===== config.mk =====
export PLATFORM = sky130hd
export DESIGN_NAME = mem_access_unit
export DESIGN_NICKNAME = d
export VERILOG_FILES = /design/src/rtl/mem_pkg.sv /design/src/rtl/mem_load_align.sv /design/src/rtl/mem_access_unit.sv
export SDC_FILE = /design/constraint.sdc
export NUM_CORES = 1
export LEC_CHECK = 0
export BUFFER_PORTS_ARGS = -buffer_cell sky130_fd_sc_hd__buf_2
export CORE_ASPECT_RATIO = 2
export CORE_MARGIN = 8
export CORE_UTILIZATION = 54
export DETAILED_ROUTE_END_ITERATION = 8
export PLACE_DENSITY = 0.85
export RECOVER_POWER = 25
export SLEW_MARGIN = 20
export SYNTH_ARGS = -nofsm -noshare
export SYNTH_HDL_FRONTEND = slang
export SYNTH_HIERARCHICAL = 1
export SYNTH_SLANG_ARGS = --single-unit

===== constraint.sdc =====
create_clock -name clk -period 3.01 [get_ports clk]
set_clock_uncertainty 0.2 [all_clocks]
set_input_delay 0.602 -clock clk [delete_from_list [all_inputs] [get_ports clk]]
set_output_delay 0.602 -clock clk [all_outputs]
set_load 0.02 [all_outputs]

===== src/rtl/mem_pkg.sv =====
// Shared types and constants for the MEM-stage access unit and its load aligner.
package mem_pkg;

    typedef enum logic [1:0] {
        BYTE = 2'd0,
        HALF = 2'd1,
        WORD = 2'd2
    } size_t;

    typedef enum logic [1:0] {
        IDLE  = 2'd0,
        ISSUE = 2'd1,
        WAIT  = 2'd2,
        DONE  = 2'd3
    } mau_state_t;

    localparam logic [3:0] BE_BYTE = 4'b0001;
    localparam logic [3:0] BE_HALF = 4'b0011;
    localparam logic [3:0] BE_WORD = 4'b1111;

    // Size encoding 3 is treated as a misaligned (rejected) access.
    function automatic logic is_misaligned(input logic [1:0] size, input logic [1:0] lsb);
        case (size_t'(size))
            BYTE:    return 1'b0;
            HALF:    return lsb[0];
            WORD:    return lsb != 2'b00;
            default: return 1'b1;
        endcase
    endfunction

endpackage


===== src/rtl/mem_load_align.sv =====
// Picks the addressed byte/half lane out of a RAM word and sign- or zero-extends it.
module mem_load_align
    import mem_pkg::*;
(
    input  logic [31:0] ram_rdata,
    input  logic [1:0]  addr_lsb,
    input  logic [1:0]  size,
    input  logic        is_unsigned,
    output logic [31:0] data
);

    logic [31:0] byte_sh;
    logic [31:0] half_sh;

    always_comb begin
        byte_sh = ram_rdata >> {addr_lsb, 3'b000};
        half_sh = ram_rdata >> {addr_lsb[1], 4'b0000};
        case (size_t'(size))
            BYTE:    data = {{24{~is_unsigned & byte_sh[7]}}, byte_sh[7:0]};
            HALF:    data = {{16{~is_unsigned & half_sh[15]}}, half_sh[15:0]};
            default: data = ram_rdata;
        endcase
    end

endmodule


===== src/rtl/mem_access_unit.sv =====
// MEM-stage responder: one aligned access per request on a fixed-latency block RAM,
// reporting completion with a single done pulse.
module mem_access_unit
    import mem_pkg::*;
#(
    parameter int ADDR_W     = 16,
    parameter int RD_LATENCY = 1
) (
    input  logic              clk,
    input  logic              reset_n,
    input  logic              req,
    input  logic              req_we,
    input  logic [1:0]        req_size,
    input  logic              req_unsigned,
    input  logic [ADDR_W-1:0] req_addr,
    input  logic [31:0]       req_wdata,
    output logic              busy,
    output logic              done,
    output logic              misalign,
    output logic [31:0]       rdata,
    output logic              ram_en,
    output logic [3:0]        ram_be,
    output logic [ADDR_W-3:0] ram_addr,
    output logic [31:0]       ram_wdata,
    input  logic [31:0]       ram_rdata
);

    localparam logic [2:0] CNT_INIT = 3'(RD_LATENCY - 1);

    mau_state_t        state_q, state_d;
    logic [2:0]        cnt_q, cnt_d;
    logic              we_q, we_d;
    logic [1:0]        size_q, size_d;
    logic              uns_q, uns_d;
    logic              mis_q, mis_d;
    logic [ADDR_W-1:0] addr_q, addr_d;
    logic [31:0]       wdata_q, wdata_d;
    logic [31:0]       rdata_q, rdata_d;
    logic [31:0]       ld_data;

    mem_load_align u_align (
        .ram_rdata  (ram_rdata),
        .addr_lsb   (addr_q[1:0]),
        .size       (size_q),
        .is_unsigned(uns_q),
        .data       (ld_data)
    );

    always_ff @(posedge clk or negedge reset_n) begin
        if (!reset_n) begin
            state_q <= IDLE;
            cnt_q   <= '0;
            we_q    <= 1'b0;
            size_q  <= '0;
            uns_q   <= 1'b0;
            mis_q   <= 1'b0;
            addr_q  <= '0;
            wdata_q <= '0;
            rdata_q <= '0;
        end else begin
            state_q <= state_d;
            cnt_q   <= cnt_d;
            we_q    <= we_d;
            size_q  <= size_d;
            uns_q   <= uns_d;
            mis_q   <= mis_d;
            addr_q  <= addr_d;
            wdata_q <= wdata_d;
            rdata_q <= rdata_d;
        end
    end

    always_comb begin
        state_d = state_q;
        cnt_d   = cnt_q;
        we_d    = we_q;
        size_d  = size_q;
        uns_d   = uns_q;
        mis_d   = mis_q;
        addr_d  = addr_q;
        wdata_d = wdata_q;
        rdata_d = rdata_q;
        case (state_q)
            IDLE: begin
                if (req) begin
                    we_d    = req_we;
                    size_d  = req_size;
                    uns_d   = req_unsigned;
                    addr_d  = req_addr;
                    wdata_d = req_wdata;
                    mis_d   = is_misaligned(req_size, req_addr[1:0]);
                    state_d = mis_d ? DONE : ISSUE;
                end
            end
            ISSUE: begin
                cnt_d   = CNT_INIT;
                state_d = WAIT;
            end
            WAIT: begin
                // Stores sit out the same read latency so every access has one duration.
                if (cnt_q == 3'd0) begin
                    if (!we_q) rdata_d = ld_data;
                    state_d = DONE;
                end else begin
                    cnt_d = cnt_q - 3'd1;
                end
            end
            default: state_d = IDLE;
        endcase
    end

    always_comb begin
        busy      = state_q != IDLE;
        done      = state_q == DONE;
        misalign  = (state_q == DONE) && mis_q;
        ram_en    = state_q == ISSUE;
        ram_addr  = addr_q[ADDR_W-1:2];
        rdata     = rdata_q;
        ram_be    = 4'b0000;
        if (state_q == ISSUE && we_q) begin
            case (size_t'(size_q))
                BYTE:    ram_be = BE_BYTE << addr_q[1:0];
                HALF:    ram_be = BE_HALF << addr_q[1:0];
                default: ram_be = BE_WORD;
            endcase
        end
        case (size_t'(size_q))
            BYTE:    ram_wdata = {4{wdata_q[7:0]}};
            HALF:    ram_wdata = {2{wdata_q[15:0]}};
            default: ram_wdata = wdata_q;
        endcase
    end

endmodule


Word level (Yosys, flattened, before mapping) --
Cells that the tools add are included.
Operators by class: reductions and logical operators 13, shift operators 4, bitwise gates (word level) 4, muxes and demuxes 13, add/subtract/negate cells 1, equality and inequality tests 9
Operators by type and width (number):
- 32-bit one-hot mux with 2 select lines | 2
- 32-bit by 5-bit >> shifter with 16-bit output | 1
- 32-bit by 5-bit >> shifter with 8-bit output | 1
- 4-bit one-hot mux with 2 select lines | 1
- 2-bit by 1-bit equality test with 1-bit output (second input constant) | 3
- 2-bit equality test (second input constant) | 3
- 2-bit logical NOT | 3
- 2-bit two-way mux | 3
- 2-bit != test (second input constant) | 3
- 2-bit one-hot mux with 3 select lines | 1
- 3-bit one-hot mux with 2 select lines | 1
- 2-bit AND reduction | 3
- 2-bit nonzero test | 3
- 4-bit two-way mux | 1
- 1-bit by 2-bit << shifter with 4-bit output (first input constant) | 1
- 2-bit by 2-bit << shifter with 4-bit output (first input constant) | 1
- 3-bit logical NOT | 1
- 3-bit two-way mux | 1
- 1-bit one-hot mux with 3 select lines | 1
- 3-bit AND reduction | 1
- 3-bit by 1-bit subtractor with 3-bit output (second input constant) | 1
- 1-bit bitwise AND | 2
- 1-bit logical AND | 2
- 1-bit two-way mux | 2
- 1-bit NOT | 2
Word-level totals: logic and storage cells 53, output and inout bits 86, flip-flop bits (word level) 90, bits of input ports 87

Longest topological paths before layout --
Gate-level depths: netlist of the first run.
depth in word-level cells 7, gate-level depth with buffers 8, gate-level depth less buffers 6

Hierarchy --
The synthesis of the first run kept the hierarchy.
By module, submodules not included:
- mem_access_unit | instances 1, cells an instance 296, area an instance 4230.3 µm², sequential area each 2252.2 µm²
- mem_load_align | instances 1, cells an instance 93, area an instance 709.4 µm², sequential area each 0.0 µm²

Worst setup path after synthesis of the first run --
OpenSTA, ideal clock, no wires.
path kind register -> output, from reg size_q[0], to out ram_wdata[24], stages on the path, launching flop included 4, slack 0.933 ns, arrival 1.275 ns, buffers on the path 1, required time 2.208 ns, cells stage by stage dfrtp_1 > buf_2 > mux2i_1 > o21ai_0
Between the ends: word-level cells in the longest chain between the ends 2, elaborated cells between the ends (all ways) 3, classes of those cells 1 x eq/ne; 1 x mux; 1 x reduce/logical
RTL lines:
- start, declared | line mem_access_unit.sv:33 | logic [1:0] size_q, size_d;
- start signal, assigned | line mem_access_unit.sv:64 | size_q <= size_d;
- 2-bit by 1-bit equality test with 1-bit output or 2-bit logical NOT (tied branches) | line mem_access_unit.sv:127 | case (size_t'(size_q))
- 32-bit one-hot mux with 2 select lines (*) | line mem_access_unit.sv:127
- end, declared | line mem_access_unit.sv:24 | output logic [31:0] ram_wdata,
Mark *: on every way between the ends. The rest lies on a longest branch, timed or not.

Worst setup path after layout of the first run --
from reg size_q[1], to out ram_wdata[14]
Same word-level chain as after synthesis.

==> run metrics, run 1 <==
Die ar.=0.0126 mm²; TritonCTS clock tree=built; status=complete, no violations; Distinct cells, synth=40; slowest stage delay, CP=610 ps; CTS max path bufs=2; maxcap violations=0; worst slew pin tran=1170 ps; sequential area share after synthesis=45.6%; Via density=5.63; vias in the first global route=4,113; Final period util=92.4%; crit path DAT=1980 ps; initial DRC count=135; Post-CTS Resized=0; number of CTS-inserted buffers=9; final antenna-violating net count=0; Synth Cell Area=0.00494 mm²; H-Tree Depth=3; latest clock arrival within the worst-skew pair=340 ps; placed insts=629; clock sink count=90; P per Cell Area=1280 mW/mm²; Synth Register Bits=90; Synth top area share=45.6%; Peak VDD IR=0.749 mV; yosys warns=6; Row Count=49; fillers=662; Cell Count, Final, Fillers Out=646; Yosys top cell by area=dfrtp_1; hold violation count in the final report=0; Total GRT Usage=19.7%; Worst R2R Setup Slack=520 ps; most frequent cell after synthesis=dfrtp_1; Top FF cell, synth=dfrtp_1; Setup CP Type=register to output pin; Max Transition Viols Final=0; Synthesized Nets=483; synth cell count leaders=dfrtp_1 (90), mux2_2 (72), nand2_1 (38); CP Capture Type=output pin; Post-CTS Hold Fix Bufs=0; worst hold-check path type=input port to register; number of cells on the worst reg-to-reg path=4; Ports=173; final net count=632; initial antenna violation count=1; Crit-path slowest cell=dfrtp_2; vias post-DR=3,638; EDFF count, synth=0; drt drc=0; port buffer count=172; synthesized instance count=389; Final min period=2780 ps; Slew Limit Headroom=21.8%; gpl congestion=0.817; gr ovfl total=0; Chip Height=151 µm; crit-path max FO=31; Cell Chain, Critical Path=nor2_2, mux2_2, buf_2; DP Wirelength=9850 µm; syn_area_per_cell=12.7 µm²; WHS Path Cells=2; Leak=0.00299 µW; first-pass detailed-route iteration total=5; clock root cell=clkbuf_16; Worst setup SP type=register; largest net degree at the start of global routing=54; Req. time, crit path=2210 ps; global-route wire length before repair=20,300 µm; die width=83.6 µm; ranking of synthesized cells by area=dfrtp_1 (46%), mux2_2 (16%), mux2_4 (9.4%), buf_4 (3.6%), mux2i_1 (3.4%); share of cells above drive strength 1=60.2%; Area Overhead vs Synth=20.3%; RSZ-0062 raised after global routing=no; drt total wl=12,800 µm; post-CTS setup buffer count=0; initial cell density of the core=55.2%; Clock transition at path regs=60 ps; area of the core=0.00895 mm²; async set or reset register ratio after synthesis=100%; setup TNS=0 ps; Final setup viols=0; maximum clock frequency=359 MHz; Routed WL per cell=19.8 µm
## per-layer routing
layer | up-vias | global-route usage, % | wire (µm)
met2 | 165 | 34.7 | 6790
met3 | 22 | 7.32 | 1030
met5 | - | 0 | 0
li1 | 1671 | - | -
met4 | 0 | 8.96 | 315
met1 | 1780 | 20.1 | 4650
## worst max-delay path, delay by kind of cell, from the launching register on
kind,cells,cell delay [ps]
AND/OR/NAND/NOR,1,460
buffers and inverters,1,170
multiplexers,1,390
flip-flops,1,610
## metrics by stage
stage	worst slack [ps]	total power, µW	instance area (µm²)	hold WS (ps)	util (%)
detailed placement	541	6590	5680	285	63.4
global placement	603	6430	5680	271	63.4
finish	228	7600	5940	292	66.4
floorplan	933	5620	4940	106	-
CTS	195	7670	5960	89.9	66.6
global route	136	8050	5940	283	66.4
## report_power, final
part           switching [µW]  leakage (µW)  internal [µW]
Clock                     470      0.000132            585
Combinational            2280       0.00178           1970
Sequential                480       0.00108           1810
Total                    3230       0.00299           4360
## flip-flops by register name, indices dropped and copies added (netlist names)
name	cells
wdata_q	32
we_q	1
rdata	32
cnt_q	3
mis_q	1
state_q	2
addr_q	16
uns_q	1
size_q	2
## final cells by class
type | instances | area (µm²) | area share [%]
inverters | 8 | 30.0 | 0.505
clock inverters | 5 | 37.5 | 0.632
diodes | 1 | 2.50 | 0.0421
repair buffers | 182 | 933 | 15.7
well taps | 102 | 128 | 2.15
clock buffers | 11 | 243 | 4.09
flip-flops and latches | 90 | 2250 | 37.9
multi-input cells | 247 | 2310 | 39.0
## placed cells by master, fill, tap and decap left out, types with 2 or more instances in the layout
cell type,n
a21oi_1,3
a221o_1,8
a22o_1,8
buf_2,171
buf_4,9
clkbuf_16,9
clkbuf_2,2
clkinvlp_4,2
dfrtp_1,89
ha_1,7
inv_1,7
mux2_2,72
mux2_4,31
mux2i_1,17
nand2_1,37
nand2_2,2
nor2_1,4
nor2b_1,3
o21ai_0,19
o21ai_2,10
o221a_2,8
o2bb2ai_1,2
## path summary, 6_finish.rpt
path                         startpoint             to
setup / recovery              size_q[1]  ram_wdata[14]
hold / removal             req_addr[15]     addr_q[15]
setup reg to reg              size_q[1]       rdata[6]
hold reg to reg                cnt_q[1]       cnt_q[1]
max in group asynchronous       reset_n      addr_q[4]
min in group asynchronous       reset_n           we_q
## kinds of logic (layout without fill, tap and decap cells)
group	after synthesis	after routing	share of synthesized area [%]
other cells	0	1	0
mux	121	121	29.7
compound gates	64	64	10.2
simple gates	55	55	5.14
buf+inv	52	206	7.60
fa+ha+maj	7	7	1.77
flops	90	90	45.6
Power figures use the tool's default switching activity.
==> run 2: changes to the inputs <==
--- a/config.mk
+++ b/config.mk
@@ -7,8 +7,8 @@
 export LEC_CHECK = 0
 export BUFFER_PORTS_ARGS = -buffer_cell sky130_fd_sc_hd__buf_2
 export CORE_ASPECT_RATIO = 2
-export CORE_MARGIN = 8
 export CORE_UTILIZATION = 54
+export CTS_CLUSTER_SIZE = 30
 export DETAILED_ROUTE_END_ITERATION = 8
 export PLACE_DENSITY = 0.85
 export RECOVER_POWER = 25
==> run 2 against run 1 <==
The run now ends with capacitance limit, slew limit left. Critical path depth unchanged. Wire length down 8.9%. Core utilization up 0.43 points. Sequential share of layout area down 0.25 points. Total power up 1.2%. Worst hold slack better by 0.76 ps. Sequential power about the same. Maximum frequency up 0.85%. Clock-buffer cell count down 1. Setup slack better by 23 ps. Clock power up 8%. Critical path type unchanged. Critical endpoint unchanged.
==> run metrics, run 2 (synthesis results as in run 1) <==
Chip Height=137 µm (-9.3%); crit-path max FO=31 (unchanged); Critical Path Start=size_q[1]; drt total wl=11,600 µm (-8.9%); Ports=173 (unchanged); Final min period=2760 ps (-23.4 ps); setup TNS=0 ps (unchanged); Final period util=91.7% (-0.78 points); maximum clock frequency=362 MHz (+0.85%); Total GRT Usage=24.4% (+4.7 points); die width=69.6 µm (-17%); final antenna-violating net count=0 (unchanged); vias post-DR=3,664 (+0.71%); commonest non-fill, non-tap cell in the layout=buf_2; vias in the first global route=3,768 (-8.4%); gpl congestion=0.818 (+0.11%); Min Hold Slack=293 ps (+0.764 ps); clock root cell=clkbuf_16; Slew Limit Headroom=-22.7% (-44 points); Leak=0.00301 µW (+0.71%); initial cell density of the core=55.2% (unchanged); largest net degree at the start of global routing=75 (+39%); drt drc=0 (unchanged); RSZ-0062 raised after global routing=no; status=finished, violations left; Req. time, crit path=2210 ps (about the same); gr ovfl total=0 (unchanged); Max Transition Viols Final=75 (+75); Final setup viols=0 (unchanged); dpl cell area=0.00568 mm² (+0.13%); CTS max path bufs=2 (unchanged); hold violation count in the final report=0 (unchanged); Antenna diodes=0 (-1); Area Overhead vs Synth=21.1%; Clock transition at path regs=70 ps (about the same); Via density=5.68 (+0.87%); most frequent cells in the layout=buf_2 (171), dfrtp_1 (89), mux2_2 (72); CP Capture Type=output pin; Post-CTS Resized=0 (unchanged); R2R Path Start=addr_q[1]; worst setup margin=251 ps (+23.4 ps); Routed WL per cell=18.1 µm (-8.8%); worst slew pin tran=1840 ps (+667 ps); post-CTS setup buffer count=0 (unchanged); worst setup slack after placement=556 ps (+15.2 ps); initial DRC count=322 (+140%); worst hold-check path type=input port to register; Setup CP Type=register to output pin; Worst Hold Launch=req_wdata[13]; failing checks=capacitance limit, slew limit; Row Count=49 (unchanged); number of CTS-inserted buffers=9 (unchanged); Die ar.=0.00956 mm² (-24%); area of the core=0.00895 mm² (unchanged); final core utilization=66.8% (+0.43 points); Peak VDD IR=0.741 mV (-1.1%); port buffer count=172 (unchanged); clock sink count=90 (unchanged); first-pass detailed-route iteration total=5 (unchanged); initial antenna violation count=0 (-1); crit path DAT=1960 ps (-20 ps); latest clock arrival within the worst-skew pair=340 ps (about the same); final net count=633 (+0.16%); global-route wire length before repair=18,200 µm (-10%); Post-CTS Hold Fix Bufs=0 (unchanged); Worst setup SP type=register; P per Cell Area=1290 mW/mm² (+0.54%); H-Tree Depth=3 (unchanged); DP Wirelength=8740 µm (-11%); share of cells above drive strength 1=60.2% (unchanged); TritonCTS clock tree=built; cell area after layout=0.00598 mm² (+0.65%); maxcap violations=1 (+1)
==> run 2: worst paths after layout <==
check                      slack (ps)            end  depth (start not counted)
setup / recovery                  250  ram_wdata[14]                          3
hold / removal                    290    wdata_q[13]                          2
setup reg to reg                  470       rdata[1]                          4
hold reg to reg                   300          uns_q                          1
max in group asynchronous         840      size_q[1]                          1
min in group asynchronous         540      rdata[31]                          1
==> run 2: per-stage QoR <==
stage | total power [µW] | cells
final | 7690 | 645
after global routing | 8110 | 645
after CTS | 7730 | 645
after detailed placement | 6560 | 630
after global placement | 6390 | 630
after floorplan | 5620 | 389
==> run 2: power by group <==
group          switching (µW)  total [µW]  internal (µW)
clock                     471        1140            667
sequential                510        2320           1810
combinational            2250        4230           1980
total                    3230        7690           4460
==> run 2: worst max-delay path: stages, from the launching register on <==
cell and delay (ps):
dfrtp_2 610, nor2_2 460, mux2_2 400, buf_2 160
==> run 2: final cells by class <==
type / count / area [µm²]
clock inverters: 5 / 63.8
inverters: 8 / 30.0
clock buffers: 10 / 239
flip-flops and latches: 90 / 2250
well taps: 102 / 128
fillers: 664 / 2970
repair buffers: 183 / 952
multi-input cells: 247 / 2310
==> run 2: per-layer routing <==
layer | track usage [%] | up-vias | share of wire, %
li1 | - | 1672 | -
met1 | 25.9 | 1813 | 35
met2 | 45.1 | 162 | 56
met3 | 6.29 | 17 | 6.3
met4 | 10.6 | 0 | 2.1
met5 | 0 | - | 0
==> run 3: changes to the inputs <==
--- a/config.mk
+++ b/config.mk
@@ -5,12 +5,13 @@
 export SDC_FILE = /design/constraint.sdc
 export NUM_CORES = 1
 export LEC_CHECK = 0
+export ABC_AREA = 1
 export BUFFER_PORTS_ARGS = -buffer_cell sky130_fd_sc_hd__buf_2
 export CORE_ASPECT_RATIO = 2
-export CORE_UTILIZATION = 54
+export CORE_UTILIZATION = 55
 export CTS_CLUSTER_SIZE = 30
 export DETAILED_ROUTE_END_ITERATION = 8
-export PLACE_DENSITY = 0.85
+export PLACE_DENSITY = 0.86
 export RECOVER_POWER = 25
 export SLEW_MARGIN = 20
 export SYNTH_ARGS = -nofsm -noshare
==> run 3 against run 2 <==
The run now ends clean. Flip-flop and latch count unchanged. Setup slack better by 120 ps. Non-clock buffer count fell by 3. Sequential power down 6%. Maximum frequency grew 4.7%. Register-to-register slack better by 220 ps. Wire length up 16%. First-iteration DRC count is 36% higher.
==> run metrics, run 3 <==
Final min period=2640 ps (-123 ps); Final period util=87.6% (-4.1 points); Synthesized Nets=761 (+58%); commonest non-fill, non-tap cell in the layout=nand2_1; ranking of synthesized cells by area=dfrtp_1 (44%), nand2_1 (25%), nand3_1 (4.5%), buf_4 (4.1%), nand3_2 (4.1%); initial antenna violation count=0 (unchanged); clock sink count=90 (unchanged); worst setup margin=375 ps (+123 ps); latest clock arrival within the worst-skew pair=340 ps (about the same); crit-path max FO=21 (-32%); global-route wire length before repair=21,400 µm (+18%); Compound-Gate Fraction of Synth Area=4.79% (-5.4 points); fillers=741 (+12%); synth cell count leaders=nand2_1 (340), dfrtp_1 (90), nand3_1 (46); WHS Path Cells=3 (+1); Total GRT Usage=28.1% (+3.8 points); setup TNS=0 ps (unchanged); Distinct cells, synth=30 (-25%); drt total wl=13,500 µm (+16%); vias in the first global route=4,671 (+24%); drt drc=0 (unchanged); Ports=173 (unchanged); Via density=5.34 (-6.0%); RSZ-0062 raised after global routing=no; CP delay by family, top=simple AND/OR/NAND/NOR gates; Post-CTS Hold Fix Bufs=0 (unchanged); area of the core=0.00895 mm² (unchanged); most frequent cells in the layout=nand2_1 (340), buf_2 (171), dfrtp_1 (89); crit path buf inv count=1 (unchanged); worst setup slack after placement=709 ps (+153 ps); sequential area share after synthesis=44.4% (-1.1 points); vias post-DR=4,848 (+32%); Die ar.=0.00962 mm² (+0.70%); number of CTS-inserted buffers=9 (unchanged); die width=69.9 µm (+0.34%); Post-Synth XOR/XNOR Area=0% (unchanged); Synth top area share=44.4% (-1.1 points); async set or reset register ratio after synthesis=100% (unchanged); Leak=0.00358 µW (+19%); most frequent cell after synthesis=nand2_1; CP Capture Type=output pin; largest net degree at the start of global routing=50 (-33%); Chip Height=138 µm (+0.35%); initial DRC count=437 (+36%); slowest stage delay, CP=560 ps (-50 ps); post-CTS setup buffer count=0 (unchanged); number of cells on the worst reg-to-reg path=10 (+6); Cell Chain, Critical Path=nor2_2, nand2_1, o211ai_1, buf_2; worst hold-check path type=input port to register; Post-CTS Resized=0 (unchanged); Top FF cell, synth=dfrtp_1; Row Count=49 (unchanged); syn_area_per_cell=7.60 µm² (-40%); synthesized instance count=667 (+71%); Routed WL per cell=14.8 µm (-18%); Synth Cell Area=0.00507 mm² (+2.6%); initial cell density of the core=56.6% (+1.4 points); yosys warns=6 (unchanged); final net count=895 (+41%); CTS max path bufs=2 (unchanged); Slew Limit Headroom=26.2% (+49 points); crit path DAT=1830 ps (-130 ps); first-pass detailed-route iteration total=5 (unchanged); maxcap violations=0 (-1); EDFF count, synth=0 (unchanged); Clock transition at path regs=70 ps (about the same); Worst setup SP type=register; Req. time, crit path=2210 ps (about the same); P per Cell Area=1180 mW/mm² (-7.9%); hold violation count in the final report=0 (unchanged); Yosys top cell by area=dfrtp_1; gr ovfl total=0 (unchanged); status=complete, no violations; adder-cell share of the synthesized area=1.73% (-0.045 points); clock root cell=clkbuf_16; TritonCTS clock tree=built; maximum clock frequency=379 MHz (+4.7%); gpl congestion=0.931 (+14%); port buffer count=172 (unchanged); Max Transition Viols Final=0 (-100%); Final setup viols=0 (unchanged); Area Overhead vs Synth=18.6%; final core utilization=67.2% (+0.34 points); simple-gate portion of the synthesized area=38.4% (+33 points); H-Tree Depth=3 (unchanged); worst slew pin tran=1110 ps (-734 ps); Synth Register Bits=90 (unchanged); Min Hold Slack=254 ps (-38.4 ps); Setup CP Type=register to output pin; Peak VDD IR=0.762 mV (+2.9%); mux contribution to synthesized area=0% (-30 points); Crit-path slowest cell=dfrtp_2; Pwr Total=7120 µW (-7.4%); CP Depth=4 (+1); final antenna-violating net count=0 (unchanged); share of cells above drive strength 1=30.6% (-30 points); Antenna diodes=0 (unchanged); largest family of logic cells by synthesized area=simple AND/OR/NAND/NOR gates; DP Wirelength=10,000 µm (+15%)
-- run 3: changes by cell type in the layout (fill, tap and decap cells not counted), moves of 16 or more --
cell	delta
nand2_1	+303
mux2_2	-72
nand3_1	+46
mux2_4	-31
nand3_2	+21
mux2i_1	-17
inv_1	+16
-- run 3: worst min-delay path, delay by kind of cell --
| family | cells | cell delay, ps |
|---|---|---|
| buffers and inverters | 1 | 80 |
| AND/OR/NAND/NOR | 2 | 80 |
-- run 3: path summary, 6_finish.rpt --
check	from	to	slack [ps]
setup / recovery	size_q[1]	ram_wdata[31]	370
hold / removal	req_addr[12]	addr_q[12]	250
setup reg to reg	size_q[1]	rdata[30]	690
hold reg to reg	rdata[4]	rdata[4]	270
max in group asynchronous	reset_n	size_q[1]	1520
min in group asynchronous	reset_n	rdata[1]	270
-- run 3: metrics by stage --
stage                     cells  cell area, µm²
final                       908            6010
after global routing        908            6010
after global placement      892            5720
after CTS                   908            6010
after floorplan             667            5070
after detailed placement    892            5720
-- run 3: cells by family after synthesis --
kind of cell,count (synthesis)
fa+ha+maj,7
flops,90
buf+inv,88
simple gates,441
compound gates,41
-- run 3: per-layer routing --
metal	wire length (µm)	GRT usage (%)	share of wire, %
met1	4850	30.2	36
met3	917	5.71	6.8
met5	0	0	0
met4	561	15.9	4.2
met2	7140	50.7	53
-- run 3: cell type report --
cell class	count	area (µm²)	area share (%)
multi-input combinational	489	2280	37.9
clock buffer	11	233	3.87
timing repair buffer	180	933	15.5
inverter	31	124	2.06
clock inverter	5	62.6	1.04
sequential	90	2250	37.5
tap	102	128	2.12
-- run 3: power breakdown --
part,internal (µW),switching [µW],leakage [µW],total (µW)
clock network,649,470,0.000136,1120
registers,1750,435,0.00113,2190
logic,1250,2560,0.00231,3820
total,3650,3470,0.00358,7120
